`src/rtl/rv_ctl.sv`:
```
// Multicycle control FSM for the RV32I datapath: decodes the latched IR and
// drives every datapath strobe, one state per cycle, with memory ready handshakes.
module rv_ctl #(
    parameter int DPWIDTH = 32
) (
    input  logic               clk,
    input  logic               rst,
    input  logic [DPWIDTH-1:0] instr,
    input  logic               zero,
    input  logic               imem_ready,
    input  logic               dmem_ready,
    output logic               pcsourse,
    output logic               pcwrite,
    output logic               pccen,
    output logic               irwrite,
    output logic               regwen,
    output logic               mdrwrite,
    output logic [1:0]         wbsel,
    output logic [1:0]         immsel,
    output logic [1:0]         asel,
    output logic [1:0]         bsel,
    output logic [3:0]         alusel,
    output logic               dmem_re,
    output logic               dmem_we,
    output logic               retire,
    output logic               illegal
);

    typedef enum logic [3:0] {
        ST_RST     = 4'd0,
        ST_FETCH   = 4'd1,
        ST_DECODE  = 4'd2,
        ST_EXEC_R  = 4'd3,
        ST_EXEC_I  = 4'd4,
        ST_WB_ALU  = 4'd5,
        ST_ADDR    = 4'd6,
        ST_MEM_RD  = 4'd7,
        ST_WB_MEM  = 4'd8,
        ST_MEM_WR  = 4'd9,
        ST_BR_CMP  = 4'd10,
        ST_BR_TGT  = 4'd11,
        ST_JMP_TGT = 4'd12,
        ST_PC_JMP  = 4'd13,
        ST_TRAP    = 4'd14
    } state_t;

    localparam logic [6:0] OPC_OP     = 7'b0110011;
    localparam logic [6:0] OPC_OP_IMM = 7'b0010011;
    localparam logic [6:0] OPC_LOAD   = 7'b0000011;
    localparam logic [6:0] OPC_STORE  = 7'b0100011;
    localparam logic [6:0] OPC_BRANCH = 7'b1100011;
    localparam logic [6:0] OPC_JAL    = 7'b1101111;
    localparam logic [6:0] OPC_JALR   = 7'b1100111;

    localparam logic [3:0] ALU_ADD  = 4'd0;
    localparam logic [3:0] ALU_SUB  = 4'd1;
    localparam logic [3:0] ALU_SLL  = 4'd2;
    localparam logic [3:0] ALU_SLT  = 4'd3;
    localparam logic [3:0] ALU_SLTU = 4'd4;
    localparam logic [3:0] ALU_XOR  = 4'd5;
    localparam logic [3:0] ALU_SRL  = 4'd6;
    localparam logic [3:0] ALU_SRA  = 4'd7;
    localparam logic [3:0] ALU_OR   = 4'd8;
    localparam logic [3:0] ALU_AND  = 4'd9;

    localparam logic [1:0] WB_MDR    = 2'd0;
    localparam logic [1:0] WB_ALUOUT = 2'd1;
    localparam logic [1:0] WB_PC     = 2'd2;
    localparam logic [1:0] IMM_J     = 2'd0;
    localparam logic [1:0] IMM_B     = 2'd1;
    localparam logic [1:0] IMM_S     = 2'd2;
    localparam logic [1:0] IMM_L     = 2'd3;
    localparam logic [1:0] A_REG     = 2'd0;
    localparam logic [1:0] A_PCC     = 2'd1;
    localparam logic [1:0] B_REG     = 2'd0;
    localparam logic [1:0] B_IMM     = 2'd1;

    state_t     state_r;
    logic [6:0] opcode_s;
    logic [2:0] funct3_s;
    logic       funct7b5_s;
    logic       is_store_s;
    logic       unused_s;

    assign opcode_s   = instr[6:0];
    assign funct3_s   = instr[14:12];
    assign funct7b5_s = instr[30];
    assign is_store_s = (opcode_s == OPC_STORE);
    assign unused_s   = ^{instr[DPWIDTH-1:31], instr[29:15], instr[11:7]};

    function automatic logic [3:0] alu_op(input logic [2:0] f3, input logic alt);
        case (f3)
            3'b000:  alu_op = alt ? ALU_SUB : ALU_ADD;
            3'b001:  alu_op = ALU_SLL;
            3'b010:  alu_op = ALU_SLT;
            3'b011:  alu_op = ALU_SLTU;
            3'b100:  alu_op = ALU_XOR;
            3'b101:  alu_op = alt ? ALU_SRA : ALU_SRL;
            3'b110:  alu_op = ALU_OR;
            3'b111:  alu_op = ALU_AND;
            default: alu_op = ALU_ADD;
        endcase
    endfunction

    function automatic logic [3:0] branch_alu(input logic [2:0] f3);
        case (f3[2:1])
            2'b00:   branch_alu = ALU_SUB;
            2'b10:   branch_alu = ALU_SLT;
            2'b11:   branch_alu = ALU_SLTU;
            default: branch_alu = ALU_SUB;
        endcase
    endfunction

    // BEQ/BGE/BGEU take on a zero compare result; BNE/BLT/BLTU on non-zero.
    function automatic logic branch_taken(input logic [2:0] f3, input logic z);
        case (f3)
            3'b000:  branch_taken = z;
            3'b001:  branch_taken = ~z;
            3'b100:  branch_taken = ~z;
            3'b101:  branch_taken = z;
            3'b110:  branch_taken = ~z;
            3'b111:  branch_taken = z;
            default: branch_taken = 1'b0;
        endcase
    endfunction

    function automatic state_t dispatch(input logic [6:0] opc, input logic [2:0] f3,
                                        input logic alt);
        case (opc)
            OPC_OP:     dispatch = ST_EXEC_R;
            OPC_OP_IMM: dispatch = (f3 == 3'b101 && alt) ? ST_TRAP : ST_EXEC_I;
            OPC_LOAD:   dispatch = (f3 == 3'b010) ? ST_ADDR : ST_TRAP;
            OPC_STORE:  dispatch = (f3 == 3'b010) ? ST_ADDR : ST_TRAP;
            OPC_BRANCH: dispatch = (f3[2:1] == 2'b01) ? ST_TRAP : ST_BR_CMP;
            OPC_JAL:    dispatch = ST_JMP_TGT;
            OPC_JALR:   dispatch = (f3 == 3'b000) ? ST_JMP_TGT : ST_TRAP;
            default:    dispatch = ST_TRAP;
        endcase
    endfunction

    // State register and transition logic; TRAP is only left through rst.
    always_ff @(posedge clk or posedge rst) begin
        if (rst) begin
            state_r <= ST_RST;
        end else begin
            case (state_r)
                ST_RST:     state_r <= ST_FETCH;
                ST_FETCH:   state_r <= imem_ready ? ST_DECODE : ST_FETCH;
                ST_DECODE:  state_r <= dispatch(opcode_s, funct3_s, funct7b5_s);
                ST_EXEC_R:  state_r <= ST_WB_ALU;
                ST_EXEC_I:  state_r <= ST_WB_ALU;
                ST_WB_ALU:  state_r <= ST_FETCH;
                ST_ADDR:    state_r <= is_store_s ? ST_MEM_WR : ST_MEM_RD;
                ST_MEM_RD:  state_r <= dmem_ready ? ST_WB_MEM : ST_MEM_RD;
                ST_WB_MEM:  state_r <= ST_FETCH;
                ST_MEM_WR:  state_r <= dmem_ready ? ST_FETCH : ST_MEM_WR;
                ST_BR_CMP:  state_r <= branch_taken(funct3_s, zero) ? ST_BR_TGT : ST_FETCH;
                ST_BR_TGT:  state_r <= ST_PC_JMP;
                ST_JMP_TGT: state_r <= ST_PC_JMP;
                ST_PC_JMP:  state_r <= ST_FETCH;
                ST_TRAP:    state_r <= ST_TRAP;
                default:    state_r <= ST_TRAP;
            endcase
        end
    end

    // Moore output decode, qualified by instr/zero/ready where a state needs them.
    always_comb begin
        pcsourse = 1'b0;
        pcwrite  = 1'b0;
        pccen    = 1'b0;
        irwrite  = 1'b0;
        regwen   = 1'b0;
        mdrwrite = 1'b0;
        wbsel    = WB_MDR;
        immsel   = IMM_J;
        asel     = A_REG;
        bsel     = B_REG;
        alusel   = ALU_ADD;
        dmem_re  = 1'b0;
        dmem_we  = 1'b0;
        retire   = 1'b0;
        illegal  = 1'b0;
        case (state_r)
            ST_FETCH: begin
                if (imem_ready) begin
                    irwrite = 1'b1;
                    pccen   = 1'b1;
                    pcwrite = 1'b1;
                end else begin
                    irwrite = 1'b0;
                end
            end
            ST_EXEC_R: begin
                alusel = alu_op(funct3_s, funct7b5_s);
            end
            ST_EXEC_I: begin
                bsel   = B_IMM;
                immsel = IMM_L;
                alusel = alu_op(funct3_s, 1'b0);
            end
            ST_WB_ALU: begin
                regwen = 1'b1;
                wbsel  = WB_ALUOUT;
                retire = 1'b1;
            end
            ST_ADDR: begin
                bsel   = B_IMM;
                immsel = is_store_s ? IMM_S : IMM_L;
            end
            // ALU inputs mirror ADDR so the data address stays stable while waiting.
            ST_MEM_RD: begin
                bsel     = B_IMM;
                immsel   = IMM_L;
                dmem_re  = 1'b1;
                mdrwrite = dmem_ready;
            end
            ST_MEM_WR: begin
                bsel    = B_IMM;
                immsel  = IMM_S;
                dmem_we = 1'b1;
                retire  = dmem_ready;
            end
            ST_WB_MEM: begin
                regwen = 1'b1;
                wbsel  = WB_MDR;
                retire = 1'b1;
            end
            ST_BR_CMP: begin
                alusel = branch_alu(funct3_s);
                retire = ~branch_taken(funct3_s, zero);
            end
            ST_BR_TGT: begin
                asel   = A_PCC;
                bsel   = B_IMM;
                immsel = IMM_B;
            end
            ST_JMP_TGT: begin
                regwen = 1'b1;
                wbsel  = WB_PC;
                bsel   = B_IMM;
                if (opcode_s == OPC_JAL) begin
                    asel   = A_PCC;
                    immsel = IMM_J;
                end else begin
                    asel   = A_REG;
                    immsel = IMM_L;
                end
            end
            ST_PC_JMP: begin
                pcwrite  = 1'b1;
                pcsourse = 1'b1;
                retire   = 1'b1;
            end
            ST_TRAP: begin
                illegal = 1'b1;
            end
            default: begin
                illegal = 1'b0;
            end
        endcase
    end

endmodule

```
`config.mk`:
```
export PLATFORM = sky130hd
export DESIGN_NAME = rv_ctl
export DESIGN_NICKNAME = d
export VERILOG_FILES = /design/src/rtl/rv_ctl.sv
export SDC_FILE = /design/constraint.sdc
export NUM_CORES = 1
export LEC_CHECK = 0
export CAP_MARGIN = 40
export CORE_ASPECT_RATIO = 1.4
export CORE_UTILIZATION = 33
export DETAILED_ROUTE_END_ITERATION = 8
export MAX_ROUTING_LAYER = met4
export PLACE_DENSITY = 0.8
export SETUP_SLACK_MARGIN = 0.4
export SYNTH_ARGS = -nofsm -noshare
export SYNTH_HDL_FRONTEND = slang
export SYNTH_SLANG_ARGS = --single-unit
```
`constraint.sdc`:
```
create_clock -name clk -period 2.35 [get_ports clk]
set_input_delay 0.5875 -clock clk [delete_from_list [all_inputs] [get_ports clk]]
set_output_delay 0.5875 -clock clk [all_outputs]
set_load 0.02 [all_outputs]
```
==> load_flow_metrics.sql <==
INSERT INTO impl_metrics (metric_group, metric, value, unit) VALUES
('die', 'ios', '59', ''),
('status', 'violations', 'negative setup slack', ''),
('drt', 'avgViaCountPerCell', '6.15', ''),
('timing', 'max_freq', '372', 'MHz'),
('timing', 'layout_worst_path_cycle_share', '114', '%'),
('die', 'initial_core_util', '35.4', '%'),
('timing', 'finalWorstPathRequiredPeriod', '2690', 'ps'),
('critical_path', 'cell_seen_most_often_among_critical_path_stages', 'sky130_fd_sc_hd__buf_6', ''),
('drt', 'drtAntennaViolNets', '0', ''),
('cts', 'clk_root_buffer_cell', 'sky130_fd_sc_hd__clkbuf_4', ''),
('cts', 'cts.hold.buffers_added', '0', ''),
('global_routing', 'gr-usage-all-layers', '33.8', '%'),
('yosys', 'synth_commonest_cells', 'sky130_fd_sc_hd__nor2_1, sky130_fd_sc_hd__a21oi_1, sky130_fd_sc_hd__nand2_1, sky130_fd_sc_hd__inv_1, sky130_fd_sc_hd__nand2b_1', ''),
('yosys', 'proportion_of_synthesized_flip_flops_having_asynchronous_set_or_reset', '100', '%'),
('final_layout', 'n_antenna_cell', '0', ''),
('cts', 'cts_tree', 'yes', ''),
('yosys', 'synth_cells', '143', ''),
('yosys', 'synth_top_family_by_area', 'simple AND/OR/NAND/NOR gates', ''),
('critical_path', 'critical-path-top-delay-family', 'multiplexers', ''),
('yosys', 'yosys_most_used_dff', 'sky130_fd_sc_hd__dfrtp_1', ''),
('timing', 'worst-slew-pin-transition', '990', 'ps'),
('power_and_ir_drop', 'leakagePower', '0.00107', 'uW'),
('yosys', 'seq_area_frac_synth', '10.6', '%'),
('critical_path', 'worst_setup_path_end_kind', 'output pin', ''),
('yosys', 'synth.ff_latch_count', '4', ''),
('die', 'fp.dieArea', '3080', 'sq um'),
('cts', 'cts-htree-levels', '1', ''),
('yosys', 'mux_cell_area_share_after_synthesis', '3.44', '%'),
('final_layout', 'registers.top_by_ff_count', 'state_r', ''),
('critical_path', 'rr_worst_depth', '8', ''),
('yosys', 'synth_fa_ha_area_share', '5.30', '%'),
('drt', 'initialDrtViolationCount', '143', ''),
('final_layout', 'area_growth_syn_to_layout', '149', '%'),
('yosys', 'synth_edf_count', '0', ''),
('cts', 'cts.clk_slew.worst_paths', '40', 'ps'),
('final_layout', 'final_layout_size_suffix_gt1_share', '67.1', '%'),
('timing', 'post-route-worst-setup-slack', '-336', 'ps'),
('cts', 'insertion_delay', '240', 'ps'),
('cts', 'clock_path_buffers', '2', ''),
('placed_design', 'dpl_worst_slack', '-1200', 'ps'),
('min_path', 'hold_path_class', 'in -> async', ''),
('status', 'outcome', 'complete, but fails checks', ''),
('final_layout', 'final_area', '2350', 'sq um'),
('critical_path', 'timing.critical_path.arrival', '2100', 'ps'),
('die', 'std_cell_rows', '22', ''),
('placed_design', 'dpl_cell_area', '1720', 'sq um'),
('yosys', 'synthMostInstantiatedCell', 'sky130_fd_sc_hd__nor2_1', ''),
('placed_design', 'gpl.final_weighted_congestion', '0.983', ''),
('critical_path', 'cells_along_the_critical_path', 'buf_6 -> buf_8 -> ha_4 -> or2_0 -> mux4_2 -> nand2_2 -> and3_4 -> buf_6', ''),
('yosys', 'synth_compound_area_share', '33.5', '%'),
('yosys', 'yosys.cell_types.count', '51', ''),
('cts', 'number_of_clock_sinks', '4', ''),
('placed_design', 'dp_cells', '248', ''),
('drt', 'drc', '0', ''),
('drt', 'wirelength', '6160', 'um'),
('critical_path', 'critical_path_required', '1760', 'ps'),
('timing', 'max-slew-margin-rel', '32.3', '%'),
('critical_path', 'max_stage_delay', '520', 'ps'),
('global_routing', 'first_global_vias', '1679', ''),
('yosys', 'ys_warn_count', '0', ''),
('yosys', 'synthesis.area', '945', 'sq um'),
('timing', 'setup_viol_count_final', '4', ''),
('global_routing', 'grt_first_pass_wirelength', '7410', 'um'),
('drt', 'detailroute.via_count', '1752', ''),
('timing', 'clock-skew-final', '1.19', 'ps'),
('yosys', 'netlist.top_cell.by_area', 'sky130_fd_sc_hd__dfrtp_1', ''),
('cts', 'cts_made_buffers', '3', ''),
('critical_path', 'cp.depth', '8', ''),
('yosys', 'synthXorXnorAreaFrac', '0', '%'),
('critical_path', 'path_class', 'in -> out', ''),
('critical_path', 'critPathSlowestCell', 'sky130_fd_sc_hd__mux4_2', '');
## cell usage in the layout, fill, tap and decap left out, drive strengths merged, types with 2 or more instances in the layout
| cell type | count |
|---|---|
| a21oi | 13 |
| a221oi | 2 |
| a22oi | 2 |
| and2 | 2 |
| and3 | 3 |
| buf | 104 |
| clkbuf | 5 |
| clkdlybuf4s15 | 3 |
| clkdlybuf4s50 | 3 |
| conb | 2 |
| dfrtp | 4 |
| dlygate4sd2 | 2 |
| ha | 4 |
| inv | 9 |
| nand2 | 12 |
| nand2b | 7 |
| nor2 | 18 |
| nor2b | 5 |
| nor3 | 4 |
| nor3b | 2 |
| o2111ai | 2 |
| o211ai | 3 |
| o21a | 2 |
| o21ai | 6 |
| o311ai | 3 |
| or2 | 2 |
| or3 | 3 |
## report_power, final
part / leakage, uW / internal (uW) / switching [uW]
clock network: 0.0000138 / 57.4 / 32.6
registers: 0.0000444 / 104 / 55.5
logic: 0.00101 / 1010 / 972
## final timing paths
check / startpoint / slack, ps / to
min: rst / 580 / state_r[1]
max: instr[13] / -340 / retire
min in group clk: instr[5] / 850 / state_r[0]
min reg2reg: state_r[1] / 850 / state_r[2]
max in group asynchronous: rst / 1590 / state_r[3]
max reg2reg: state_r[2] / 100 / state_r[1]
## cell type report
| cell class | instances | area (sq um) |
|---|---|---|
| clock buffer | 3 | 22.5 |
| fill | 129 | 317 |
| inverter | 10 | 62.6 |
| multi-input combinational | 118 | 1080 |
| sequential | 4 | 105 |
| tap | 36 | 45.0 |
| timing repair buffer | 114 | 1040 |
## cells by family (layout without fill, tap and decap cells)
logic type,count (synthesis),after routing
AOI/OAI and AO/OA,46,46
and+or+nand+nor,64,64
muxes,2,2
DFF,4,4
other,1,2
adders and majority gates,4,4
buffers and inverters,22,127
## per-stage QoR
stage,power (uW),util (%),setup TNS [ps],hold slack [ps]
3_5_place_dp,1340,64.2,-9120,724
6_report,2230,88.1,-830,580
5_1_grt,2300,88.1,-1080,614
4_1_cts,1790,77.9,-653,544
3_3_place_gp,1320,64.2,-8370,744
2_1_floorplan,801,-,-68.7,354
## worst register-to-register path, delay by kind of cell, from the launching register on
kind	cells	cell delay, ps
flops	1	440
buf+inv	5	650
compound gates	3	1090
## layer usage
| metal | vias up | global-route usage, % | wire, um | part of all wire [%] |
|---|---|---|---|---|
| li1 | 737 | - | - | - |
| met1 | 805 | 32.7 | 2070 | 34 |
| met2 | 155 | 58.4 | 3140 | 51 |
| met3 | 55 | 5.77 | 453 | 7.4 |
| met4 | 0 | 21.4 | 501 | 8.1 |
| met5 | - | - | 0 | 0 |
## repair_timing
action / CTS / global route
endpoints found under the setup margin: 24 / 22
pin swaps: 18 / 16
resized for setup: 197 / 45
buffers inserted: 20 / 14
(Power assumes the default switching activity.)
